### config.mk
export PLATFORM = sky130hd
export DESIGN_NAME = sr_cmd_sequencer
export DESIGN_NICKNAME = d
export VERILOG_FILES = /design/src/rtl/sr_cmd_sequencer.sv
export SDC_FILE = /design/constraint.sdc
export NUM_CORES = 1
export LEC_CHECK = 0
export ABC_AREA = 1
export ABC_CLOCK_PERIOD_IN_PS = 1160
export CAP_MARGIN = 20
export CORE_MARGIN = 2
export CORE_UTILIZATION = 45
export CTS_CLUSTER_SIZE = 20
export DETAILED_ROUTE_END_ITERATION = 8
export GPL_TIMING_DRIVEN = 0
export HOLD_SLACK_MARGIN = 0.02
export PLACE_DENSITY = 0.74
export SLEW_MARGIN = 30
export SYNTH_ARGS = -nofsm -noshare
export SYNTH_HDL_FRONTEND = slang
export SYNTH_SLANG_ARGS = --single-unit
### constraint.sdc
create_clock -name clk -period 1.16 [get_ports clk]
set_input_delay 0.348 -clock clk [delete_from_list [all_inputs] [get_ports clk]]
set_output_delay 0.348 -clock clk [all_outputs]
set_load 0.01 [all_outputs]
### src/rtl/sr_cmd_sequencer.sv
// sr_cmd_sequencer: turns SET/CLEAR/TOGGLE/NOP commands into s/r pulses
// of cmd_hold+1 cycles, each followed by GAP_CYC cycles of s=r=0.
// Ports: clk, reset (async, high); cmd_valid/cmd_ready/cmd_op/cmd_hold
// command handshake; q_fb flip-flop readback; s, r registered pulses;
// busy = active or queued.
// Define SR_SEQ_FIFO_EN for a FIFO_DEPTH-entry command FIFO.
module sr_cmd_sequencer #(
  parameter int HOLD_W     = 4,
  parameter int GAP_CYC    = 1,
  parameter int FIFO_DEPTH = 4
) (
  input  logic              clk,
  input  logic              reset,
  input  logic              cmd_valid,
  output logic              cmd_ready,
  input  logic [1:0]        cmd_op,
  input  logic [HOLD_W-1:0] cmd_hold,
  input  logic              q_fb,
  output logic              s,
  output logic              r,
  output logic              busy
);

  typedef enum logic [1:0] {
    IDLE,
    DRIVE,
    GAP
  } state_t;

  localparam logic [1:0] OP_NOP = 2'b00;
  localparam logic [1:0] OP_SET = 2'b10;
  localparam logic [1:0] OP_TGL = 2'b11;

  localparam logic [3:0] GAP_LD =
    4'(GAP_CYC - 1);

  if (GAP_CYC < 1 || GAP_CYC > 15) begin : g_gap_chk
    $error("GAP_CYC must be 1..15");
  end

  if (FIFO_DEPTH < 2 ||
      (FIFO_DEPTH & (FIFO_DEPTH - 1)) != 0)
  begin : g_fd_chk
    $error("FIFO_DEPTH must be pow2 >= 2");
  end

  state_t            state;
  state_t            state_nxt;
  logic [HOLD_W-1:0] hold_cnt;
  logic [HOLD_W-1:0] hold_nxt;
  logic [3:0]        gap_cnt;
  logic [3:0]        gap_nxt;
  logic              pol_q;
  logic              pol_nxt;
  logic              s_nxt;
  logic              r_nxt;

  logic              hd_valid;
  logic [1:0]        hd_op;
  logic [HOLD_W-1:0] hd_hold;
  logic              queued;
  logic              take;
  logic              fire;
  logic              fire_pol;

  // Head command is consumed only in IDLE.
  assign take = (state == IDLE) && hd_valid;
  assign fire = take && (hd_op != OP_NOP);

`ifdef SR_SEQ_FIFO_EN
  localparam int AW = $clog2(FIFO_DEPTH);
  localparam int CW = AW + 1;

  logic [1:0]        mem_op   [FIFO_DEPTH];
  logic [HOLD_W-1:0] mem_hold [FIFO_DEPTH];
  logic [AW-1:0]     wr_ptr;
  logic [AW-1:0]     rd_ptr;
  logic [CW-1:0]     count;
  logic              full;
  logic              push;
  logic              pop;

  assign full     = (count == CW'(FIFO_DEPTH));
  assign push     = cmd_valid && !full;
  assign pop      = take;
  assign hd_valid = (count != '0);
  assign hd_op    = mem_op[rd_ptr];
  assign hd_hold  = mem_hold[rd_ptr];
  assign queued   = hd_valid;

  always_ff @(posedge clk or posedge reset) begin
    if (reset) begin
      wr_ptr <= '0;
      rd_ptr <= '0;
      count  <= '0;
    end else begin
      if (push) wr_ptr <= wr_ptr + AW'(1);
      if (pop)  rd_ptr <= rd_ptr + AW'(1);
      if (push && !pop)
        count <= count + CW'(1);
      else if (pop && !push)
        count <= count - CW'(1);
    end
  end

  always_ff @(posedge clk) begin
    if (push) begin
      mem_op[wr_ptr]   <= cmd_op;
      mem_hold[wr_ptr] <= cmd_hold;
    end
  end
`else
  assign hd_valid = cmd_valid;
  assign hd_op    = cmd_op;
  assign hd_hold  = cmd_hold;
  assign queued   = 1'b0;
`endif

  // TOGGLE picks the polarity that flips q.
  always_comb begin
    fire_pol = 1'b0;
    unique case (1'b1)
      (hd_op == OP_SET): fire_pol = 1'b1;
      (hd_op == OP_TGL): fire_pol = ~q_fb;
      default:           fire_pol = 1'b0;
    endcase
  end

  always_ff @(posedge clk or posedge reset) begin
    if (reset) begin
      state    <= IDLE;
      hold_cnt <= '0;
      gap_cnt  <= '0;
      pol_q    <= 1'b0;
      s        <= 1'b0;
      r        <= 1'b0;
    end else begin
      state    <= state_nxt;
      hold_cnt <= hold_nxt;
      gap_cnt  <= gap_nxt;
      pol_q    <= pol_nxt;
      s        <= s_nxt;
      r        <= r_nxt;
    end
  end

  always_comb begin
    state_nxt = state;
    hold_nxt  = hold_cnt;
    gap_nxt   = gap_cnt;
    pol_nxt   = pol_q;
    unique case (state)
      IDLE: begin
        if (fire) begin
          state_nxt = DRIVE;
          hold_nxt  = hd_hold;
          pol_nxt   = fire_pol;
        end
      end
      DRIVE: begin
        if (hold_cnt == '0) begin
          state_nxt = GAP;
          gap_nxt   = GAP_LD;
        end else begin
          hold_nxt = hold_cnt - HOLD_W'(1);
        end
      end
      GAP: begin
        if (gap_cnt == 4'd0)
          state_nxt = IDLE;
        else
          gap_nxt = gap_cnt - 4'd1;
      end
      default: state_nxt = IDLE;
    endcase
  end

  // s/r register the upcoming state, so they
  // track DRIVE exactly and can never both be 1.
  always_comb begin
    s_nxt = 1'b0;
    r_nxt = 1'b0;
    if (state_nxt == DRIVE) begin
      s_nxt = pol_nxt;
      r_nxt = ~pol_nxt;
    end
    busy = (state != IDLE) || queued;
`ifdef SR_SEQ_FIFO_EN
    cmd_ready = !full;
`else
    cmd_ready = (state == IDLE);
`endif
  end

endmodule

== Word-level counts from Yosys, hierarchy flattened ==
Cells that the tools add are included.

* Output and inout port bits: 4
* Word-level logic and storage cells: 45
* Bits in latches: 0
* Memories kept: 0
* ROM bits: 0
* Register bits after elaboration: 13
* Input bits: 10
* RAM bits: 0

* Add/sub/neg operators: 2
* Shift operators: 0
* $mul: 0
* Muxes and demuxes: 15
* Reduce and logical (&&, ||, !) cells: 11
* Bitwise logic cells: 2
* Equality and inequality tests: 9
* Magnitude comparators: 0
* Div/mod/pow operators: 0

{| class="wikitable"
|+ Operators with widths
! kind !! number
|-
| two-way mux 4 bit || 4
|-
| case mux 4 bit (2 select lines) || 2
|-
| logical NOT 4 bit || 2
|-
| nonzero test 2 bit || 4
|-
| subtractor 4 x 1 -> 4 bit, second input constant || 2
|-
| equality test 2 bit, second input constant || 3
|-
| two-way mux 2 bit || 3
|-
| inequality test 2 bit, second input constant || 3
|-
| case mux 2 bit (3 select lines) || 1
|-
| AND reduction 3 bit || 2
|-
| equality test 2 x 1 -> 1 bit, second input constant || 2
|-
| two-way mux 1 bit || 4
|-
| logical AND 1 bit || 2
|-
| logical NOT 2 bit || 1
|-
| inequality test 2 x 1 -> 1 bit, second input constant || 1
|-
| inverter 1 bit || 2
|-
| case mux 1 bit (2 select lines) || 1
|}

== Logic depth before layout (Yosys ltp) ==
* Word-level depth: 7
* Gate-level depth with buffers: 10

== Worst setup path after synthesis ==
OpenSTA, ideal clock, no wires.

* Path kind: flip-flop to flip-flop
* Start point: register state[0]
* End point: register hold_cnt[2]
* Path slack: -0.195 ns
* Data arrival time: 1.233 ns
* Path buffers: 0
* Data required time: 1.038 ns
* Cell stages (with the launch flop): 8
* Cells stage by stage: dfrtp_1 -> inv_1 -> ha_1 -> inv_1 -> o21ai_2 -> nand2_2 -> nand2_1 -> o21ai_1

* Longest elaborated chain between the ends: 5

{| class="wikitable"
|+ Ends and longest elaborated chain
! item !! line !! source
|-
| from (decl) || 47 || <nowiki>state_t state;</nowiki>
|-
| from (signal assigned) || 138 || <nowiki>state <= state_nxt;</nowiki>
|-
| logical NOT 2 bit * || n/a ||
|-
| net cmd_ready || 15 || <nowiki>output logic cmd_ready,</nowiki>
|-
| logical AND 1 bit || 67 || <nowiki>assign take = (state == IDLE) && hd_valid;</nowiki>
|-
| logical AND 1 bit || 68 || <nowiki>assign fire = take && (hd_op != OP_NOP);</nowiki>
|-
| inequality test 2 x 1 -> 1 bit (no line) || n/a ||
|-
| AND reduction 3 bit (no line) || n/a ||
|-
| to (signal assigned) || 139 || <nowiki>hold_cnt <= hold_nxt;</nowiki>
|-
| to (decl) || 49 || <nowiki>logic [HOLD_W-1:0] hold_cnt;</nowiki>
|}

Mark *: on every way through the listed nets, which the timed path passes. The rest lies on a longest branch.
A chain may end at the register's enable or synchronous reset.

== Final worst setup path ==
* Start point: register state[0]
* End point: output port busy

* Longest elaborated chain between the ends: 1

{| class="wikitable"
|+ Ends and longest elaborated chain
! item !! line !! source
|-
| nonzero test 2 bit || 187 || <nowiki>busy = (state != IDLE) || queued;</nowiki>
|-
| to (decl) || 21 || <nowiki>output logic busy</nowiki>
|}

No other way between the ends.

==> flow_metrics.tcl <==
set metrics [dict create \
    die-area_sq_mm 0.00215 \
    violations "setup timing" \
    yosysTopAreaCell "dfrtp_1" \
    core-area_sq_mm 0.00171 \
    cts_max_level 1 \
    p_leak_nw 0.582 \
    postSynthAreaPerCell_sq_um 7.70 \
    syn_inst 105 \
    drive_gt1_frac 0.357 \
    clockRootBuffer "clkbuf_4" \
    die_h_um 46.4 \
    die_width_um 46.4 \
    antenna_found_initial 0 \
    drc 0 \
    yosysSeqAreaShare 0.402 \
    dp_slack_ns -0.456 \
    arrival_ns 1.07 \
    critical_path_class "flop to output pin" \
    overflow 0 \
    fmax_mhz 706 \
    required_ns 0.81 \
    grt_max_degree 14 \
    worst_setup_path_start_kind "flop" \
    synth_area_sq_um 808 \
    portBuffers 13 \
    critPathCaptureType "output pin" \
    syn_to_final_growth_pct 42.7 \
    syn_nets 121 \
    yosys.cell_types.count 18 \
    clk_pin_slew_worst_paths_ns 0.07 \
    reg2reg_slack_ns -0.19 \
    peakVddDrop_mv 1.20 \
    holdWs_ns 0.394 \
    rows 15 \
    cts.sink_count 13 \
    run_status "finished, violations left" \
    worstReg2RegStart "state[0]" \
    grt_setup_unrepaired "yes" \
    r2r_end "s" \
    setup_slack_ns -0.257 \
    n_antenna_cell 0 \
    nets 146 \
    ant_nets 0 \
    wire_per_inst_um 10.3 \
    grt_pass1_wl_um 2600 \
    cts_tree "yes" \
    fin_skew_ns 0.000443 \
    crit_path_end "busy" \
    totalWireLength_um 1590 \
    cts-buffers-inserted 3 \
    clock_path_buffers 2 \
    period_minus_slack_ns 1.42 \
    period_share 1.22 \
    drt_iter0_markers 13 \
    ios 14 \
    cp-startpoint "state[0]" \
    r2r_cells 10 \
    ys.warnings.count 0 \
    drt_pass1_iterations 4 \
    worst_slew_pin_slew_ns 0.485 \
    hold_class "primary input to asynchronous set/reset pin" \
    synth_area_leaders "dfrtp_1 40%, nand2_1 12%, ha_1 9.3%" \
    fillCellCount 135 \
    clk-insertion-delay-late_ns 0.26 \
    slew_viol_final 0 \
    vias_per_cell 4.46 \
    crit_fanout 4 \
    dr_total_vias 687 \
    synth.ff_latch_count 13 \
    max-cap-violations 0 \
    setup_viol 14 \
    grt_usage 0.173 \
    synth_top_area_frac 0.402 \
    powerDensity_mw_per_mm2 2310 \
    hold_viol 0 \
    dp_hpwl_um 1110 \
    grt_pass1_vias 632 \
    place_congestion 0.809 \
    start_util 0.473 \
    maxSlewHeadroom 0.676 \
]
==> what timing repair did <==
action,in CTS,in global routing
pin swaps,9,2
hold buffers,0,0
setup buffers,7,1
endpoints found under the setup margin,16,15
gates resized for setup,37,5
==> layout by cell type, fill, tap and decap left out, types with 5 or more instances in the layout <==
| cell type | n |
|---|---|
| buf_4 | 7 |
| clkdlybuf4s50_1 | 9 |
| dfrtp_1 | 13 |
| ha_4 | 5 |
| inv_1 | 11 |
| inv_2 | 7 |
| nand2_1 | 23 |
| nand2_2 | 7 |
| nand3_1 | 6 |
| nor2_1 | 5 |
| o21ai_1 | 5 |
==> Yosys cell counts (all sizes together) <==
cell     n
nand4    1
dfrtp   13
mux2i    1
xor2     3
nor2     7
nand3   10
inv     20
clkinv   1
o21ai    9
ha       6
nand2   31
a21oi    3
==> per-layer routing <==
layer / GRT usage / vias to the layer above / share of wire
met5: 0 / - / 0
met2: 0.294 / 5 / 0.51
met3: 0.0235 / 2 / 0.0050
li1: - / 375 / -
met4: 0.0686 / 0 / 0.0095
met1: 0.219 / 305 / 0.47
==> worst min path at each step <==
stage	slack, ns	depth (start not counted)	from	endpoint
2_1_floorplan	0.22	1	reset	gap_cnt[0]
3_3_place_gp	0.49	2	hold_cnt[0]	hold_cnt[0]
3_5_place_dp	0.50	2	hold_cnt[0]	hold_cnt[0]
4_1_cts	0.40	2	reset	hold_cnt[1]
5_1_grt	0.46	2	reset	hold_cnt[1]
6_report	0.39	2	reset	hold_cnt[1]
==> logic make-up after synthesis <==
| logic type | after synthesis | synth area share |
|---|---|---|
| xor+xnor | 3 | 0.0325 |
| buf+inv | 21 | 0.0991 |
| compound gates | 12 | 0.0836 |
| mux | 1 | 0.0124 |
| flops | 13 | 0.402 |
| fa+ha+maj | 6 | 0.0929 |
| simple gates | 49 | 0.277 |
==> through the flow <==
step | TNS, ns | area (sq um) | util | instances | total power [mW]
after CTS | -1.64 | 1140 | 0.667 | 154 | 2.62
final | -2.09 | 1150 | 0.675 | 154 | 2.67
after global routing | -3.15 | 1150 | 0.675 | 154 | 2.89
after global placement | -3.49 | 985 | 0.577 | 143 | 1.99
after floorplan | -0.425 | 823 | - | 105 | 1.68
after detailed placement | -3.86 | 985 | 0.577 | 143 | 2.02
==> report_power, final <==
| group | internal, mW | switching (mW) | total, mW |
|---|---|---|---|
| Clock | 0.133 | 0.132 | 0.265 |
| Combinational | 0.753 | 0.941 | 1.69 |
| Sequential | 0.604 | 0.105 | 0.709 |
| Total | 1.49 | 1.18 | 2.67 |
==> final cells by class <==
| cell class | count | area [sq um] | share of cell area |
|---|---|---|---|
| Clock buffer | 4 | 26.3 | 0.0228 |
| Timing Repair Buffer | 20 | 169 | 0.146 |
| Multi-Input combinational cell | 71 | 517 | 0.448 |
| Tap cell | 25 | 31.3 | 0.0271 |
| Sequential cell | 13 | 325 | 0.282 |
| Inverter | 21 | 85.1 | 0.0738 |
==> registers in the layout (all words and copies together) (netlist names) <==
| register | flops |
|---|---|
| gap_cnt | 4 |
| hold_cnt | 4 |
| state | 2 |
| pol_q | 1 |
| r | 1 |
| s | 1 |
==> critical path, stage by stage (launching register included) <==
cell and delay [ns]:
dfrtp_1 0.41, inv_2 0.09, ha_4 0.17, inv_4 0.04
buf_6 0.11
Power figures use the tool's default switching activity.
